`src/rtl/fetch_redirect_if.sv`:
```
// Fetch-stage bundle: branch decision in, IMEM address/data, IF/ID outputs, flushes and status.
// master = the surrounding pipeline/memory; slave = the fetch_redirect unit.
interface fetch_redirect_if #(
    parameter int unsigned N     = 64,
    parameter int unsigned CNT_W = 16
);
    logic             PCSrc_M;
    logic [N-1:0]     PCBranch_M;
    logic             stall_F;
    logic [N-1:0]     imem_addr_F;
    logic [31:0]      imem_data_F;
    logic [31:0]      instr_D;
    logic [N-1:0]     pc_D;
    logic             valid_D;
    logic             flush_E;
    logic             flush_M;
    logic             misalign_err;
    logic [CNT_W-1:0] taken_count;

    modport master (
        output PCSrc_M, PCBranch_M, stall_F, imem_data_F,
        input  imem_addr_F, instr_D, pc_D, valid_D, flush_E, flush_M,
        input  misalign_err, taken_count
    );

    modport slave (
        input  PCSrc_M, PCBranch_M, stall_F, imem_data_F,
        output imem_addr_F, instr_D, pc_D, valid_D, flush_E, flush_M,
        output misalign_err, taken_count
    );
endinterface

```
`src/rtl/fetch_redirect.sv`:
```
// Fetch-stage PC sequencer and IF/ID register. A taken branch from the memory stage
// redirects the PC (beating any stall), squashes IF/ID and flushes ID/EX and EX/MEM.
// Also keeps a sticky misaligned-target flag and a saturating taken-branch counter.
module fetch_redirect #(
    parameter int unsigned    N        = 64,
    parameter logic [N-1:0]   RESET_PC = '0,
    parameter int unsigned    CNT_W    = 16
) (
    input logic           clk,
    input logic           reset,
    fetch_redirect_if.slave bus
);
    localparam logic [N-1:0]     PcStep  = {{(N-3){1'b0}}, 3'd4};
    localparam logic [CNT_W-1:0] CntOne  = {{(CNT_W-1){1'b0}}, 1'b1};
    localparam logic [CNT_W-1:0] CntMax  = '1;

    logic [N-1:0]     pc_q, pc_d;
    logic [31:0]      instr_q, instr_d;
    logic [N-1:0]     pcd_q, pcd_d;
    logic             valid_q, valid_d;
    logic             err_q, err_d;
    logic [CNT_W-1:0] cnt_q, cnt_d;

    // Next state: redirect beats stall, stall beats sequential fetch.
    always_comb begin
        pc_d    = pc_q;
        instr_d = instr_q;
        pcd_d   = pcd_q;
        valid_d = valid_q;
        err_d   = err_q;
        cnt_d   = cnt_q;
        if (bus.PCSrc_M) begin
            // Low bits are forced to zero; a misaligned target is still followed.
            pc_d    = {bus.PCBranch_M[N-1:2], 2'b00};
            instr_d = '0;
            pcd_d   = '0;
            valid_d = 1'b0;
            if (bus.PCBranch_M[1:0] != 2'b00) begin
                err_d = 1'b1;
            end
            if (cnt_q != CntMax) begin
                cnt_d = cnt_q + CntOne;
            end
        end else if (!bus.stall_F) begin
            pc_d    = pc_q + PcStep;
            instr_d = bus.imem_data_F;
            pcd_d   = pc_q;
            valid_d = 1'b1;
        end
    end

    // State registers with asynchronous reset.
    always_ff @(posedge clk or posedge reset) begin
        if (reset) begin
            pc_q    <= RESET_PC;
            instr_q <= '0;
            pcd_q   <= '0;
            valid_q <= 1'b0;
            err_q   <= 1'b0;
            cnt_q   <= '0;
        end else begin
            pc_q    <= pc_d;
            instr_q <= instr_d;
            pcd_q   <= pcd_d;
            valid_q <= valid_d;
            err_q   <= err_d;
            cnt_q   <= cnt_d;
        end
    end

    // Outputs; flushes follow the branch decision combinationally, even during reset.
    always_comb begin
        bus.imem_addr_F  = pc_q;
        bus.instr_D      = instr_q;
        bus.pc_D         = pcd_q;
        bus.valid_D      = valid_q;
        bus.misalign_err = err_q;
        bus.taken_count  = cnt_q;
        bus.flush_E      = bus.PCSrc_M;
        bus.flush_M      = bus.PCSrc_M;
    end
endmodule

```
`src/flat_wrapper.sv`:
```
// flat-port wrapper written by rule: the top's interface ports become plain ports
module fetch_redirect_flat 
#(
    parameter int unsigned    N        = 64,
    parameter logic [N-1:0]   RESET_PC = '0,
    parameter int unsigned    CNT_W    = 16
)
  (clk, reset, bus_PCSrc_M, bus_PCBranch_M, bus_stall_F, bus_imem_data_F, bus_imem_addr_F, bus_instr_D, bus_pc_D, bus_valid_D, bus_flush_E, bus_flush_M, bus_misalign_err, bus_taken_count);
  fetch_redirect_if #(.N(N), .CNT_W(CNT_W)) bus_i ();
  input logic clk;
  input logic reset;
  input wire logic [$bits(bus_i.PCSrc_M)-1:0] bus_PCSrc_M;
  input wire logic [$bits(bus_i.PCBranch_M)-1:0] bus_PCBranch_M;
  input wire logic [$bits(bus_i.stall_F)-1:0] bus_stall_F;
  input wire logic [$bits(bus_i.imem_data_F)-1:0] bus_imem_data_F;
  output wire logic [$bits(bus_i.imem_addr_F)-1:0] bus_imem_addr_F;
  output wire logic [$bits(bus_i.instr_D)-1:0] bus_instr_D;
  output wire logic [$bits(bus_i.pc_D)-1:0] bus_pc_D;
  output wire logic [$bits(bus_i.valid_D)-1:0] bus_valid_D;
  output wire logic [$bits(bus_i.flush_E)-1:0] bus_flush_E;
  output wire logic [$bits(bus_i.flush_M)-1:0] bus_flush_M;
  output wire logic [$bits(bus_i.misalign_err)-1:0] bus_misalign_err;
  output wire logic [$bits(bus_i.taken_count)-1:0] bus_taken_count;
  assign bus_i.PCSrc_M = bus_PCSrc_M;
  assign bus_i.PCBranch_M = bus_PCBranch_M;
  assign bus_i.stall_F = bus_stall_F;
  assign bus_i.imem_data_F = bus_imem_data_F;
  assign bus_imem_addr_F = bus_i.imem_addr_F;
  assign bus_instr_D = bus_i.instr_D;
  assign bus_pc_D = bus_i.pc_D;
  assign bus_valid_D = bus_i.valid_D;
  assign bus_flush_E = bus_i.flush_E;
  assign bus_flush_M = bus_i.flush_M;
  assign bus_misalign_err = bus_i.misalign_err;
  assign bus_taken_count = bus_i.taken_count;
  fetch_redirect #(.N(N), .RESET_PC(RESET_PC), .CNT_W(CNT_W)) u_core (.clk(clk), .reset(reset), .bus(bus_i));
endmodule
```
`config.mk`:
```
export PLATFORM = sky130hd
export DESIGN_NAME = fetch_redirect_flat
export DESIGN_NICKNAME = d
export VERILOG_FILES = /design/src/rtl/fetch_redirect_if.sv /design/src/rtl/fetch_redirect.sv /design/src/flat_wrapper.sv
export SDC_FILE = /design/constraint.sdc
export NUM_CORES = 1
export LEC_CHECK = 0
export CAP_MARGIN = 30
export CELL_PAD_IN_SITES_DETAIL_PLACEMENT = 1
export CELL_PAD_IN_SITES_GLOBAL_PLACEMENT = 1
export CORE_UTILIZATION = 37
export DETAILED_ROUTE_END_ITERATION = 10
export PLACE_DENSITY = 0.95
export RECOVER_POWER = 50
export SLEW_MARGIN = 20
export SYNTH_ARGS = -nofsm -noshare
export SYNTH_HDL_FRONTEND = slang
export SYNTH_SLANG_ARGS = --single-unit
export TNS_END_PERCENT = 10
```
`constraint.sdc`:
```
create_clock -name clk -period 17.6 [get_ports clk]
set_input_delay 2.64 -clock clk [delete_from_list [all_inputs] [get_ports clk]]
set_output_delay 2.64 -clock clk [all_outputs]
set_load 0.005 [all_outputs]
```
# Word level (Yosys, flattened, before mapping)
# Index checks and enable logic that the tools add are counted.
# op_classes
muxes,8
n_shift,0
eq_ne,2
n_reduce_logical,3
add_sub_neg,2
magnitude_cmp,0
div_mod_pow,0
bitwise_logic,0
multipliers,0
# op_table
cell,count
2-to-1 mux 64 bit,4
adder 64 x 3 -> 64 bit (second input constant),1
2-to-1 mux 32 bit,2
adder 16 x 1 -> 16 bit (second input constant),1
inequality test 16 bit (second input constant),1
AND reduction 2 bit,2
2-to-1 mux 1 bit,2
inequality test 2 bit (second input constant),1
nonzero test 2 bit,1
# word_totals
wordCells,21
register_bits,178
output_inout_bits,180
latch_bits,0
input_bits,100
ramBits,0
n_memories,0
rom_bits,0

# Logic depth before layout (Yosys ltp)
# depth
word_depth,3
mapped_depth,8
mapped_depth_nobuf,6

# Worst setup path before layout
# No wires, ideal clock.
# synth_path
path_type,input -> output
startpoint,in bus_PCSrc_M
endpoint,out bus_flush_E
cell_stages,1
slack_ns,12.209
t_required_ns,14.960
arrival_ns,2.751
path_buffers,1
path_cell_list,buf_4
# synth_rtl
item,line,source
start: declaration,flat_wrapper.sv:12,input wire logic [$bits(bus_i.PCSrc_M)-1:0] bus_PCSrc_M;
end: declaration,flat_wrapper.sv:20,output wire logic [$bits(bus_i.flush_E)-1:0] bus_flush_E;
# No word-level cell between the ends.

# Worst setup path after layout
# layout_path
startpoint,in bus_PCSrc_M
endpoint,"reg u_core.err_q, in the netlist u_core.bus.misalign_err"
# layout_between
elab_chain_len,1
# layout_lines
item,line,source
AND reduction 2 bit (no source line),n/a,
end signal: assignment,fetch_redirect.sv:66,err_q <= err_d;
end: declaration,fetch_redirect.sv:21,"logic err_q, err_d;"
# No other way between the ends.
# A chain may end at the register's enable or synchronous reset.

==> impl_metrics.py <==
metrics = {
    "status": {
        "status": "finished, violations left",
        "violations": "capacitance limit, slew limit",
    },
    "placed_design": {
        "io_buffers": 277,
        "placed_cells": 1303,
        "dp_slack_ps": 11260,
        "placed_area_um2": 11200,
        "gp_congestion": 0.768,
        "place_hpwl_um": 19600,
    },
    "sta": {
        "rsz0062_at_grt": "false",
        "fmax_mhz": 114,
        "slew_violations": 366,
        "finalCritPeriodShare": 0.500,
        "setup_viol": 0,
        "fin_crit_ps": 8790,
        "fin_tns_setup_ps": 0,
        "clock_skew_ps": 15.6,
        "hold_violations": 0,
        "setup_ws_ps": 8810,
        "worst_pin_slew_ps": 4220,
        "worst_hold_slack_ps": 515,
        "timing.slew.headroom": -1.81,
    },
    "final_layout": {
        "finalNetCount": 1151,
        "final.fill_count": 2287,
        "syn_to_final_growth_pct": 43.7,
        "stdcell_count": 1337,
        "diodes": 0,
        "postLayoutCellArea_um2": 11700,
        "final_common_cell": "clkdlybuf4s50_1",
        "fin_util": 0.550,
        "drive_gt1_frac": 0.0480,
        "final_cell_mix": "clkdlybuf4s50_1, dfrtp_1, nor2_1",
    },
    "worst_setup_path": {
        "r2r-start": "u_core.bus.imem_addr_F[2]$_DFFE_PP0N_",
        "worst_r2r_path_depth": 7,
        "start_kind": "primary input",
        "r2r-end": "u_core.bus.imem_addr_F[60]$_DFFE_PP0N_",
        "crit_fanout": 83,
        "cp.required_ps": 17940,
        "cp.arrival_ps": 9140,
        "endpoint_kind": "register",
        "rrSetupSlack_ps": 14380,
        "path_class": "primary input to register",
    },
    "global_routing": {
        "grt_overflow": 0,
        "grt_pass1_vias": 7539,
        "grt_max_degree": 102,
        "antenna_found_initial": 0,
        "grtUsageTotal": 0.244,
        "grt_pass1_wl_um": 42000,
    },
    "die": {
        "start_util": 0.383,
        "num_rows": 53,
        "io_pins": 280,
        "die_h_um": 150,
        "fp.dieW_um": 150,
        "coreArea_um2": 21300,
        "dieArea_um2": 22600,
    },
    "power": {
        "leakagePower_nw": 5.10,
        "p_total_mw": 1.06,
        "peakVddDrop_v": 0.0000662,
        "p_per_area_nw_per_um2": 90.6,
    },
    "synth": {
        "seq_area_frac_synth": 0.537,
        "ys_ff_latch": 175,
        "yosysTopAreaCellShare": 0.537,
        "ys_types": 38,
        "synth_top_cells_by_area": "dfrtp_1, mux2i_1, nor2_1",
        "synth_area_um2": 8150,
        "yosysTopAreaCell": "dfrtp_1",
        "synthCells": 789,
        "avgSynthCellArea_um2": 10.3,
        "yosys_warnings": 0,
    },
    "route": {
        "wirelength_um": 27100,
        "vias": 7054,
        "drt-initial-drc-count": 318,
        "drt_first_pass_iters": 4,
        "vias_per_cell": 5.28,
        "wl_per_cell_um": 20.3,
        "drc": 0,
        "antenna_left": 0,
    },
    "cts": {
        "worstSkewPairLatency_ps": 430,
        "path_clk_slew_ps": 80,
        "cts-resized-gates": 0,
        "cts_sinks": 175,
        "cts_tree": "yes",
        "cts-buffers-inserted": 17,
        "clk_path_buf_depth": 2,
        "cts_htree_levels": 4,
        "ctsHoldBuffers": 0,
        "cts_setup_buffers": 0,
        "root_buffer": "clkbuf_16",
    },
    "hold_path": {
        "hold_class": "register to register",
        "holdPathEnd": "u_core.bus.taken_count[15]$_DFFE_PP0P_",
        "hp-start": "u_core.bus.taken_count[15]$_DFFE_PP0P_",
        "hold_depth": 1,
    },
    "flow_run": {
        "maxCapViolCount": 6,
    },
}
## power breakdown
part	total (mW)	internal, mW	switching (mW)
sequential	0.484	0.438	0.0463
clock	0.380	0.205	0.176
combinational	0.198	0.116	0.0824
total	1.06	0.758	0.304
## layer usage
metal | track usage | share of wire
met4 | 0.0778 | 0.021
met1 | 0.288 | 0.40
met3 | 0.0630 | 0.060
met5 | 0 | 0
met2 | 0.429 | 0.52
## synth_stat cells
cell and n:
nand4_4 1, nor4_1 6, o21ai_0 57, buf_1 4, buf_2 4, nand3_1 30, and2_1 3, mux2i_1 96
clkinv_1 1, mux2_2 4, nand4_1 28, a31oi_1 19, nor4_4 2, nor3_1 10, nor4_2 4, nand3_2 1
nand4b_4 1, and3_1 9, and4_1 5, o31ai_1 3, inv_1 11, ha_1 2, xor2_1 40, conb_1 1
nand2_1 62, nand4b_1 2, nand2b_1 1, clkbuf_1 34, nor2b_1 1, nor2_1 125, or3_1 18, xnor2_1 16
a21oi_1 1, o21ai_1 2, buf_4 5, or4_1 4, nand3b_1 1, dfrtp_1 175
## kinds of logic after synthesis
| family | after synthesis | synth area share |
|---|---|---|
| flops | 175 | 0.537 |
| other cells | 1 | 0.000460 |
| xor+xnor | 56 | 0.0602 |
| fa+ha+maj | 2 | 0.00307 |
| compound gates | 82 | 0.0542 |
| simple gates | 314 | 0.192 |
| mux | 100 | 0.123 |
| buf+inv | 59 | 0.0301 |
## how the worst max path moves through the flow
stage                      from                                     end  slack [ps]  cells past startpoint
floorplan                 reset  u_core.bus.imem_addr_F[10]$_DFFE_PP0N_       10210                      1
global placement    bus_PCSrc_M                             bus_flush_E       11260                      2
detailed placement  bus_PCSrc_M                             bus_flush_E       11260                      2
CTS                 bus_PCSrc_M                             bus_flush_E       11260                      2
global route        bus_PCSrc_M   u_core.bus.imem_addr_F[7]$_DFFE_PP0N_        8030                      4
finish              bus_PCSrc_M     u_core.bus.misalign_err$_DFFE_PP0P_        8810                      5
## state kept, by name, summed over array words and instances (netlist names)
| name | flops |
|---|---|
| u_core.bus.pc_D | 63 |
| u_core.bus.imem_addr_F | 62 |
| u_core.bus.instr_D | 32 |
| u_core.bus.taken_count | 16 |
| u_core.bus.misalign_err | 1 |
| u_core.bus.valid_D | 1 |
## final cells by class
type	count	area (um2)	share of cell area
sequential	175	4380	0.374
multi-input combinational	556	3550	0.303
timing repair buffer	287	2810	0.240
clock buffer	18	439	0.0375
tap	275	344	0.0294
clock inverter	14	146	0.0125
inverter	12	46.3	0.00395
## critical path: stages
cell,delay (ps)
clkbuf_1,2350
clkbuf_1,1030
clkbuf_1,2330
o21ai_0,460
nand2b_1,260
Note: power is estimated with default switching activity, not from simulation.
